File: src/rtl/cal_set_pkg.sv
// Shared types, seven-segment codes, error codes and calendar helpers
// for the automatic time/calendar setter.
package cal_set_pkg;

    typedef enum logic [3:0] {
        ST_IDLE,
        ST_CHECK,
        ST_MONTH,
        ST_DATE,
        ST_DAY,
        ST_HOUR,
        ST_MIN,
        ST_DONE,
        ST_FAIL
    } state_t;

    typedef enum logic [1:0] {
        SUB_CMP,
        SUB_PULSE,
        SUB_WAIT
    } sub_t;

    // Segment order A..G maps to bits 6..0, active high.
    localparam logic [6:0] SEG_0     = 7'h7E;
    localparam logic [6:0] SEG_1     = 7'h30;
    localparam logic [6:0] SEG_2     = 7'h6D;
    localparam logic [6:0] SEG_3     = 7'h79;
    localparam logic [6:0] SEG_4     = 7'h33;
    localparam logic [6:0] SEG_5     = 7'h5B;
    localparam logic [6:0] SEG_6     = 7'h5F;
    localparam logic [6:0] SEG_7     = 7'h70;
    localparam logic [6:0] SEG_8     = 7'h7F;
    localparam logic [6:0] SEG_9     = 7'h7B;
    localparam logic [6:0] SEG_BLANK = 7'h00;

    localparam logic [1:0] ERR_NONE          = 2'd0;
    localparam logic [1:0] ERR_BAD_TARGET    = 2'd1;
    localparam logic [1:0] ERR_STEP_OVERFLOW = 2'd2;
    localparam logic [1:0] ERR_BAD_SEGMENT   = 2'd3;

    function automatic logic [4:0] days_in_month(input logic [3:0] month);
        case (month)
            4'd2:                      return 5'd28;
            4'd4, 4'd6, 4'd9, 4'd11:   return 5'd30;
            default:                   return 5'd31;
        endcase
    endfunction

    function automatic logic [6:0] pair_value(input logic [3:0] tens, input logic [3:0] ones);
        return ({3'b000, tens} * 7'd10) + {3'b000, ones};
    endfunction

endpackage

File: src/rtl/cal_set_sequencer_seg7_to_bcd.sv
// Seven-segment to BCD digit decoder. A blank display is only a legal
// digit (zero) where the caller says a leading blank may appear.
module seg7_to_bcd
    import cal_set_pkg::*;
(
    input  logic [6:0] i_seg,
    input  logic       i_blank_ok,
    output logic [3:0] o_digit,
    output logic       o_valid
);

    always_comb begin
        o_digit = 4'd0;
        o_valid = 1'b1;
        case (i_seg)
            SEG_0:     o_digit = 4'd0;
            SEG_1:     o_digit = 4'd1;
            SEG_2:     o_digit = 4'd2;
            SEG_3:     o_digit = 4'd3;
            SEG_4:     o_digit = 4'd4;
            SEG_5:     o_digit = 4'd5;
            SEG_6:     o_digit = 4'd6;
            SEG_7:     o_digit = 4'd7;
            SEG_8:     o_digit = 4'd8;
            SEG_9:     o_digit = 4'd9;
            SEG_BLANK: o_valid = i_blank_ok;
            default:   o_valid = 1'b0;
        endcase
    end

endmodule

File: src/rtl/cal_set_sequencer.sv
// Drives the clock's set-mode interface: reads the displays back and pulses
// each field's advance input until month, date, day, hour and minute match.
module cal_set_sequencer
    import cal_set_pkg::*;
#(
    parameter int SETTLE    = 3,
    parameter int MAX_STEPS = 64
) (
    input  logic       i_clk,
    input  logic       i_rst_n,
    input  logic       i_start,
    input  logic       i_abort,
    input  logic [3:0] i_tgt_month,
    input  logic [4:0] i_tgt_date,
    input  logic [2:0] i_tgt_day,
    input  logic [4:0] i_tgt_hrs,
    input  logic [5:0] i_tgt_min,
    input  logic [6:0] i_month1_disp,
    input  logic [6:0] i_month0_disp,
    input  logic [6:0] i_date1_disp,
    input  logic [6:0] i_date0_disp,
    input  logic [6:0] i_d0_disp,
    input  logic [6:0] i_h1_disp,
    input  logic [6:0] i_h0_disp,
    input  logic [6:0] i_m1_disp,
    input  logic [6:0] i_m0_disp,
    output logic       o_timeset,
    output logic       o_month_adv,
    output logic       o_date_adv,
    output logic       o_day_adv,
    output logic       o_hrs_adv,
    output logic       o_min_adv,
    output logic       o_busy,
    output logic       o_done,
    output logic       o_err,
    output logic [1:0] o_err_code
);

    // Display index: 0 Month1, 1 Month0, 2 Date1, 3 Date0, 4 D0,
    // 5 H1, 6 H0, 7 M1, 8 M0. Tens positions may show a blank.
    localparam int         NUM_DISP      = 9;
    localparam logic [8:0] BLANK_OK_MASK = 9'b010100101;
    localparam logic [7:0] WAIT_LAST     = 8'(SETTLE - 1);
    localparam logic [7:0] STEP_LIMIT    = 8'(MAX_STEPS);

    state_t      r_state, r_state_next;
    sub_t        r_sub, r_sub_next;
    logic [7:0]  r_wait_cnt, r_wait_cnt_next;
    logic [7:0]  r_step_cnt, r_step_cnt_next;
    logic [3:0]  r_tgt_month, r_tgt_month_next;
    logic [4:0]  r_tgt_date, r_tgt_date_next;
    logic [2:0]  r_tgt_day, r_tgt_day_next;
    logic [4:0]  r_tgt_hrs, r_tgt_hrs_next;
    logic [5:0]  r_tgt_min, r_tgt_min_next;
    logic        r_err, r_err_next;
    logic [1:0]  r_err_code, r_err_code_next;

    logic [6:0]  w_seg [NUM_DISP];
    logic [3:0]  w_digit [NUM_DISP];
    logic [8:0]  w_digit_ok;
    logic [6:0]  w_month_val, w_date_val, w_day_val, w_hrs_val, w_min_val;
    logic [6:0]  w_field_val, w_field_tgt;
    logic        w_field_ok;
    logic        w_field_match;
    logic        w_tgt_ok;
    logic        w_adv;
    state_t      w_next_field;

    assign w_seg[0] = i_month1_disp;
    assign w_seg[1] = i_month0_disp;
    assign w_seg[2] = i_date1_disp;
    assign w_seg[3] = i_date0_disp;
    assign w_seg[4] = i_d0_disp;
    assign w_seg[5] = i_h1_disp;
    assign w_seg[6] = i_h0_disp;
    assign w_seg[7] = i_m1_disp;
    assign w_seg[8] = i_m0_disp;

    genvar gi;
    generate
        for (gi = 0; gi < NUM_DISP; gi++) begin : g_dec
            seg7_to_bcd u_dec (
                .i_seg      (w_seg[gi]),
                .i_blank_ok (BLANK_OK_MASK[gi]),
                .o_digit    (w_digit[gi]),
                .o_valid    (w_digit_ok[gi])
            );
        end
    endgenerate

    assign w_month_val = pair_value(w_digit[0], w_digit[1]);
    assign w_date_val  = pair_value(w_digit[2], w_digit[3]);
    assign w_day_val   = {3'b000, w_digit[4]};
    assign w_hrs_val   = pair_value(w_digit[5], w_digit[6]);
    assign w_min_val   = pair_value(w_digit[7], w_digit[8]);

    always_comb begin
        w_field_val  = 7'd0;
        w_field_tgt  = 7'd0;
        w_field_ok   = 1'b0;
        w_next_field = ST_DONE;
        case (r_state)
            ST_MONTH: begin
                w_field_val  = w_month_val;
                w_field_tgt  = {3'b000, r_tgt_month};
                w_field_ok   = &w_digit_ok[1:0];
                w_next_field = ST_DATE;
            end
            ST_DATE: begin
                w_field_val  = w_date_val;
                w_field_tgt  = {2'b00, r_tgt_date};
                w_field_ok   = &w_digit_ok[3:2];
                w_next_field = ST_DAY;
            end
            ST_DAY: begin
                w_field_val  = w_day_val;
                w_field_tgt  = {4'b0000, r_tgt_day};
                w_field_ok   = w_digit_ok[4];
                w_next_field = ST_HOUR;
            end
            ST_HOUR: begin
                w_field_val  = w_hrs_val;
                w_field_tgt  = {2'b00, r_tgt_hrs};
                w_field_ok   = &w_digit_ok[6:5];
                w_next_field = ST_MIN;
            end
            ST_MIN: begin
                w_field_val  = w_min_val;
                w_field_tgt  = {1'b0, r_tgt_min};
                w_field_ok   = &w_digit_ok[8:7];
                w_next_field = ST_DONE;
            end
            default: ;
        endcase
    end

    assign w_field_match = (w_field_val == w_field_tgt);

    assign w_tgt_ok = (r_tgt_month >= 4'd1) && (r_tgt_month <= 4'd12) &&
                      (r_tgt_hrs <= 5'd23) && (r_tgt_min <= 6'd59) &&
                      (r_tgt_day <= 3'd6) && (r_tgt_date != 5'd0) &&
                      (r_tgt_date <= days_in_month(r_tgt_month));

    always_ff @(posedge i_clk or negedge i_rst_n) begin
        if (!i_rst_n) begin
            r_state     <= ST_IDLE;
            r_sub       <= SUB_CMP;
            r_wait_cnt  <= 8'd0;
            r_step_cnt  <= 8'd0;
            r_tgt_month <= 4'd0;
            r_tgt_date  <= 5'd0;
            r_tgt_day   <= 3'd0;
            r_tgt_hrs   <= 5'd0;
            r_tgt_min   <= 6'd0;
            r_err       <= 1'b0;
            r_err_code  <= ERR_NONE;
        end else begin
            r_state     <= r_state_next;
            r_sub       <= r_sub_next;
            r_wait_cnt  <= r_wait_cnt_next;
            r_step_cnt  <= r_step_cnt_next;
            r_tgt_month <= r_tgt_month_next;
            r_tgt_date  <= r_tgt_date_next;
            r_tgt_day   <= r_tgt_day_next;
            r_tgt_hrs   <= r_tgt_hrs_next;
            r_tgt_min   <= r_tgt_min_next;
            r_err       <= r_err_next;
            r_err_code  <= r_err_code_next;
        end
    end

    always_comb begin
        r_state_next     = r_state;
        r_sub_next       = r_sub;
        r_wait_cnt_next  = r_wait_cnt;
        r_step_cnt_next  = r_step_cnt;
        r_tgt_month_next = r_tgt_month;
        r_tgt_date_next  = r_tgt_date;
        r_tgt_day_next   = r_tgt_day;
        r_tgt_hrs_next   = r_tgt_hrs;
        r_tgt_min_next   = r_tgt_min;
        r_err_next       = r_err;
        r_err_code_next  = r_err_code;
        o_timeset        = 1'b0;
        o_busy           = (r_state != ST_IDLE);
        o_done           = 1'b0;
        w_adv            = 1'b0;

        case (r_state)
            ST_IDLE: begin
                if (i_start) begin
                    r_tgt_month_next = i_tgt_month;
                    r_tgt_date_next  = i_tgt_date;
                    r_tgt_day_next   = i_tgt_day;
                    r_tgt_hrs_next   = i_tgt_hrs;
                    r_tgt_min_next   = i_tgt_min;
                    r_err_next       = 1'b0;
                    r_err_code_next  = ERR_NONE;
                    r_state_next     = ST_CHECK;
                end
            end
            ST_CHECK: begin
                o_timeset       = 1'b1;
                r_sub_next      = SUB_CMP;
                r_step_cnt_next = 8'd0;
                if (w_tgt_ok) begin
                    r_state_next = ST_MONTH;
                end else begin
                    r_state_next    = ST_FAIL;
                    r_err_next      = 1'b1;
                    r_err_code_next = ERR_BAD_TARGET;
                end
            end
            ST_MONTH, ST_DATE, ST_DAY, ST_HOUR, ST_MIN: begin
                o_timeset = 1'b1;
                case (r_sub)
                    SUB_CMP: begin
                        if (!w_field_ok) begin
                            r_state_next    = ST_FAIL;
                            r_err_next      = 1'b1;
                            r_err_code_next = ERR_BAD_SEGMENT;
                        end else if (w_field_match) begin
                            r_state_next    = w_next_field;
                            r_step_cnt_next = 8'd0;
                        end else if (r_step_cnt >= STEP_LIMIT) begin
                            r_state_next    = ST_FAIL;
                            r_err_next      = 1'b1;
                            r_err_code_next = ERR_STEP_OVERFLOW;
                        end else begin
                            r_sub_next = SUB_PULSE;
                        end
                    end
                    SUB_PULSE: begin
                        w_adv           = 1'b1;
                        r_step_cnt_next = r_step_cnt + 8'd1;
                        r_wait_cnt_next = 8'd0;
                        r_sub_next      = SUB_WAIT;
                    end
                    SUB_WAIT: begin
                        // Give the clock's display path time to show the new value.
                        if (r_wait_cnt == WAIT_LAST) begin
                            r_sub_next = SUB_CMP;
                        end else begin
                            r_wait_cnt_next = r_wait_cnt + 8'd1;
                        end
                    end
                    default: r_sub_next = SUB_CMP;
                endcase
            end
            ST_DONE: begin
                o_done       = 1'b1;
                r_state_next = ST_IDLE;
            end
            ST_FAIL: begin
                r_state_next = ST_IDLE;
            end
            default: r_state_next = ST_IDLE;
        endcase

        // Abort wins over whatever the current state would have done this cycle.
        if (i_abort && (r_state != ST_IDLE)) begin
            r_state_next    = ST_IDLE;
            r_sub_next      = SUB_CMP;
            r_step_cnt_next = r_step_cnt;
            r_err_next      = r_err;
            r_err_code_next = r_err_code;
            w_adv           = 1'b0;
            o_done          = 1'b0;
        end
    end

    assign o_month_adv = w_adv && (r_state == ST_MONTH);
    assign o_date_adv  = w_adv && (r_state == ST_DATE);
    assign o_day_adv   = w_adv && (r_state == ST_DAY);
    assign o_hrs_adv   = w_adv && (r_state == ST_HOUR);
    assign o_min_adv   = w_adv && (r_state == ST_MIN);
    assign o_err       = r_err;
    assign o_err_code  = r_err_code;

endmodule

File: config.mk
export PLATFORM = sky130hd
export DESIGN_NAME = cal_set_sequencer
export DESIGN_NICKNAME = d
export VERILOG_FILES = /design/src/rtl/cal_set_pkg.sv /design/src/rtl/cal_set_sequencer_seg7_to_bcd.sv /design/src/rtl/cal_set_sequencer.sv
export SDC_FILE = /design/constraint.sdc
export NUM_CORES = 1
export LEC_CHECK = 0
export ABC_CLOCK_PERIOD_IN_PS = 9200
export BUFFER_PORTS_ARGS = -buffer_cell sky130_fd_sc_hd__buf_2
export CAP_MARGIN = 5
export CORE_MARGIN = 4
export CORE_UTILIZATION = 44
export CTS_CLUSTER_DIAMETER = 200
export CTS_CLUSTER_SIZE = 14
export DETAILED_ROUTE_END_ITERATION = 10
export PLACE_DENSITY_LB_ADDON = 0.25
export SLEW_MARGIN = 20
export SYNTH_ARGS = -nofsm -noshare
export SYNTH_HDL_FRONTEND = slang
export SYNTH_SLANG_ARGS = --single-unit
export TNS_END_PERCENT = 100
File: constraint.sdc
create_clock -name i_clk -period 9.2 [get_ports i_clk]
set_clock_uncertainty 0.2 [all_clocks]
set_input_delay 2.3 -clock i_clk [delete_from_list [all_inputs] [get_ports i_clk]]
set_output_delay 2.3 -clock i_clk [all_outputs]
set_load 0.05 [all_outputs]
==> impl_results.md <==
- PwrDens: 148 nW/µm²
- Status: finished clean
- Crit path time final: 6.17 ns
- Leak: 2.66 nW
- Critical Path Start Type: input pin
- Critical path data required time: 9.17 ns
- Post-CTS sizing: 0
- Largest stage delay, worst path: 0.55 ns
- I/O Pins: 101
- Crit path max fanout: 6
- Global placement routability congestion: 0.857
- Peak VDD IR: 259 µV
- Max Root-Sink Buffers: 2
- Fin. Hold Viols: 0
- Post-synth EDFFs: 0
- ANT cells: 0
- Power, Total: 0.893 mW
- Synth unique cells: 78
- Hold crit path type: register to register
- Sequential share of the synthesized area: 0.224
- Synth Area in Compound Gates: 0.203
- Synth Area in XOR/XNOR: 0.0622
- Slew Limit Fails: 0
- Drt initial violations: 408
- Antenna-violating nets left: 0
- Slew margin rel.: 0.433
- Port bufs: 100
- Vias: 5294
- Number of max-cap violations: 0
- Sum of buffers and inverters on the critical path: 1
- Post-synth top area share: 0.224
- Post-synth top cells: 59 x nand2_1, 49 x nor2_1, 48 x dfrtp_1, 41 x nand3_1, 31 x o21ai_0
- Most frequent cell after synthesis: nand2_1
- Fmax: 162 MHz
- First-pass GRT wire length: 23.4 mm
- Multiplexer share of the synthesized area: 0.0680
- RSZ-0062 raised after global routing: false
- DRC violations left: 0
- Final period utilization: 0.671
- Worst-margin pin slew: 0.850 ns
- Clock buffer count from CTS: 5
- Width of the die: 118 µm
- Adder-Cell Fraction of Synth Area: 0.0977
- Ys async rst share: 1.00
- 1st-pass router iterations: 5
- CTS Root Cell: clkbuf_16
- CP max-delay cell: or4b_1
- Simple-gate area share of the yosys netlist: 0.297
- WL final: 14.0 mm
- Setup TNS: 0 ns
- WP data arrival: 6.14 ns
- Initial antenna violation count: 0
- Synth Instances: 640
- Syn-to-layout area delta: 12.9%
- Vias in the first global route: 5003
- Area leader, netlist: dfrtp_1
- Clock latency at the later pin of the worst-skew pair: 0.28 ns
- Flops & latches, synth: 48
- Die span in y: 118 µm
- All-Layer GR Usage: 0.192
- Setup Buffers After CTS: 0
- Core Area: 12000 µm²
- Detailed Place HPWL: 11.2 mm
- Post-Syn Area: 5350 µm²
- TritonCTS clock tree: yes
- Hold_ws: 0.314 ns
- Mean post-synth cell area: 8.36 µm²
- Design area: 6050 µm²
- PnR worst setup slack: 3.03 ns
- Cell mode on critical path: ha_1
- Overflow after GRT: 0
- Top_reg_cell synth: dfrtp_1
- Critical Path Sink Type: register
- Share of layout cells above drive strength 1: 0.211
- WL per Instance: 16.0 µm
- Die ar.: 14000 µm²
- Row cnt: 40
- Clock sinks: 48
- Drt via density: 6.08
- CP cell instances: buf_2 -> or4b_1 -> o32a_1 -> o31ai_1 -> ha_1 -> ha_1 -> xnor2_1 -> nor2_1 -> nor3_1 -> mux2i_1 -> a31oi_1 -> a2111oi_4 -> a41oi_1 -> o21bai_2 -> mux2_1
- Setup WS pre-CTS: 2.70 ns
- Clock transition at the registers of the reported paths: 0.07 ns
- Post-Syn Nets: 767
- Largest net degree at the start of global routing: 49
- Ys Warns: 0
- Fin nets: 850
- Top area cells in the synthesized netlist: dfrtp_1 22%, ha_1 6.8%, mux2_2 5.0%, nand2_1 4.1%, nand3_1 3.8%
- Crit path kind: input pin to register
- Combinational family with the most area after synthesis: simple AND/OR/NAND/NOR gates
- H-tree level count: 2
- Final setup vio count: 0
- Hold_buf cts: 0
- Top delay family on crit path: compound AO/OA/AOI/OAI gates
- Fillcell total: 1116
- Starting Density: 0.447
- Placement Cell Area: 5900 µm²
## stage by stage
stage	util	cells
CTS	0.505	871
finish	0.505	871
floorplan	-	640
detailed placement	0.493	863
global placement	0.493	863
global route	0.505	871
## kinds of logic (layout without fill, tap and decap cells)
group,count (synthesis),after routing
compound gates,146,146
xor+xnor,38,38
fa+ha+maj,37,37
buf+inv,51,135
flops,48,48
mux,33,33
simple gates,287,287
## registers in the layout, summed over array words and instances, names as in the netlist
register,count
r_tgt_date,5
r_tgt_min,6
o_err_code,2
r_state,4
r_tgt_month,4
r_tgt_hrs,5
r_sub,2
o_err,1
r_wait_cnt,8
r_step_cnt,8
r_tgt_day,3
## area by class of cell
type / count / area [µm²] / share of cell area
repair buffers: 104 / 533 / 0.0882
multi-input cells: 541 / 3890 / 0.644
well taps: 147 / 184 / 0.0304
clock inverters: 3 / 21.3 / 0.00352
flip-flops and latches: 48 / 1200 / 0.199
inverters: 23 / 86.3 / 0.0143
clock buffers: 5 / 125 / 0.0207
## cell usage in the layout (no fill, tap or decap), types with 8 or more instances in the layout
cell type,netlist,routed
ha_1,29,29
xnor2_1,22,22
nand3_1,41,41
buf_2,1,99
nand4_1,18,18
a21oi_1,23,23
nor3_1,22,22
o21ai_0,31,31
fa_1,8,8
o22ai_1,11,11
and2_1,8,8
nor2_1,49,49
nor2b_1,12,12
nand2_1,59,59
dfrtp_1,48,48
inv_1,23,23
nor4_1,13,13
mux2_2,24,24
xor2_1,16,16
## worst paths after layout
path / from / to / depth (start not counted) / slack, ns
max reg2reg: r_state[0]$_DFFE_PN0P_ / o_err_code[0]$_DFFE_PN0P_ / 9 / 5.52
min in group asynchronous: i_rst_n / r_step_cnt[3]$_DFFE_PN0P_ / 1 / 1.82
max: i_date1_disp[1] / o_err_code[0]$_DFFE_PN0P_ / 15 / 3.03
max in group asynchronous: i_rst_n / r_state[3]$_DFFE_PN0P_ / 1 / 6.56
min reg2reg: r_tgt_min[0]$_DFFE_PN0P_ / r_tgt_min[0]$_DFFE_PN0P_ / 1 / 0.31
min: r_tgt_min[0]$_DFFE_PN0P_ / r_tgt_min[0]$_DFFE_PN0P_ / 1 / 0.31
## power by group
part,leakage [nW],switching [mW],internal (mW)
logic,1.98,0.201,0.158
clock network,0.0702,0.0764,0.101
registers,0.614,0.0845,0.272
## per-layer routing
| layer | track usage | share of wire | up-vias |
|---|---|---|---|
| met1 | 0.256 | 0.46 | 2515 |
| met3 | 0.0301 | 0.056 | 14 |
| met4 | 0.0322 | 0.011 | 0 |
| met2 | 0.335 | 0.48 | 154 |
| met5 | 0 | 0 | - |
| li1 | - | - | 2611 |
(Power assumes the default switching activity.)
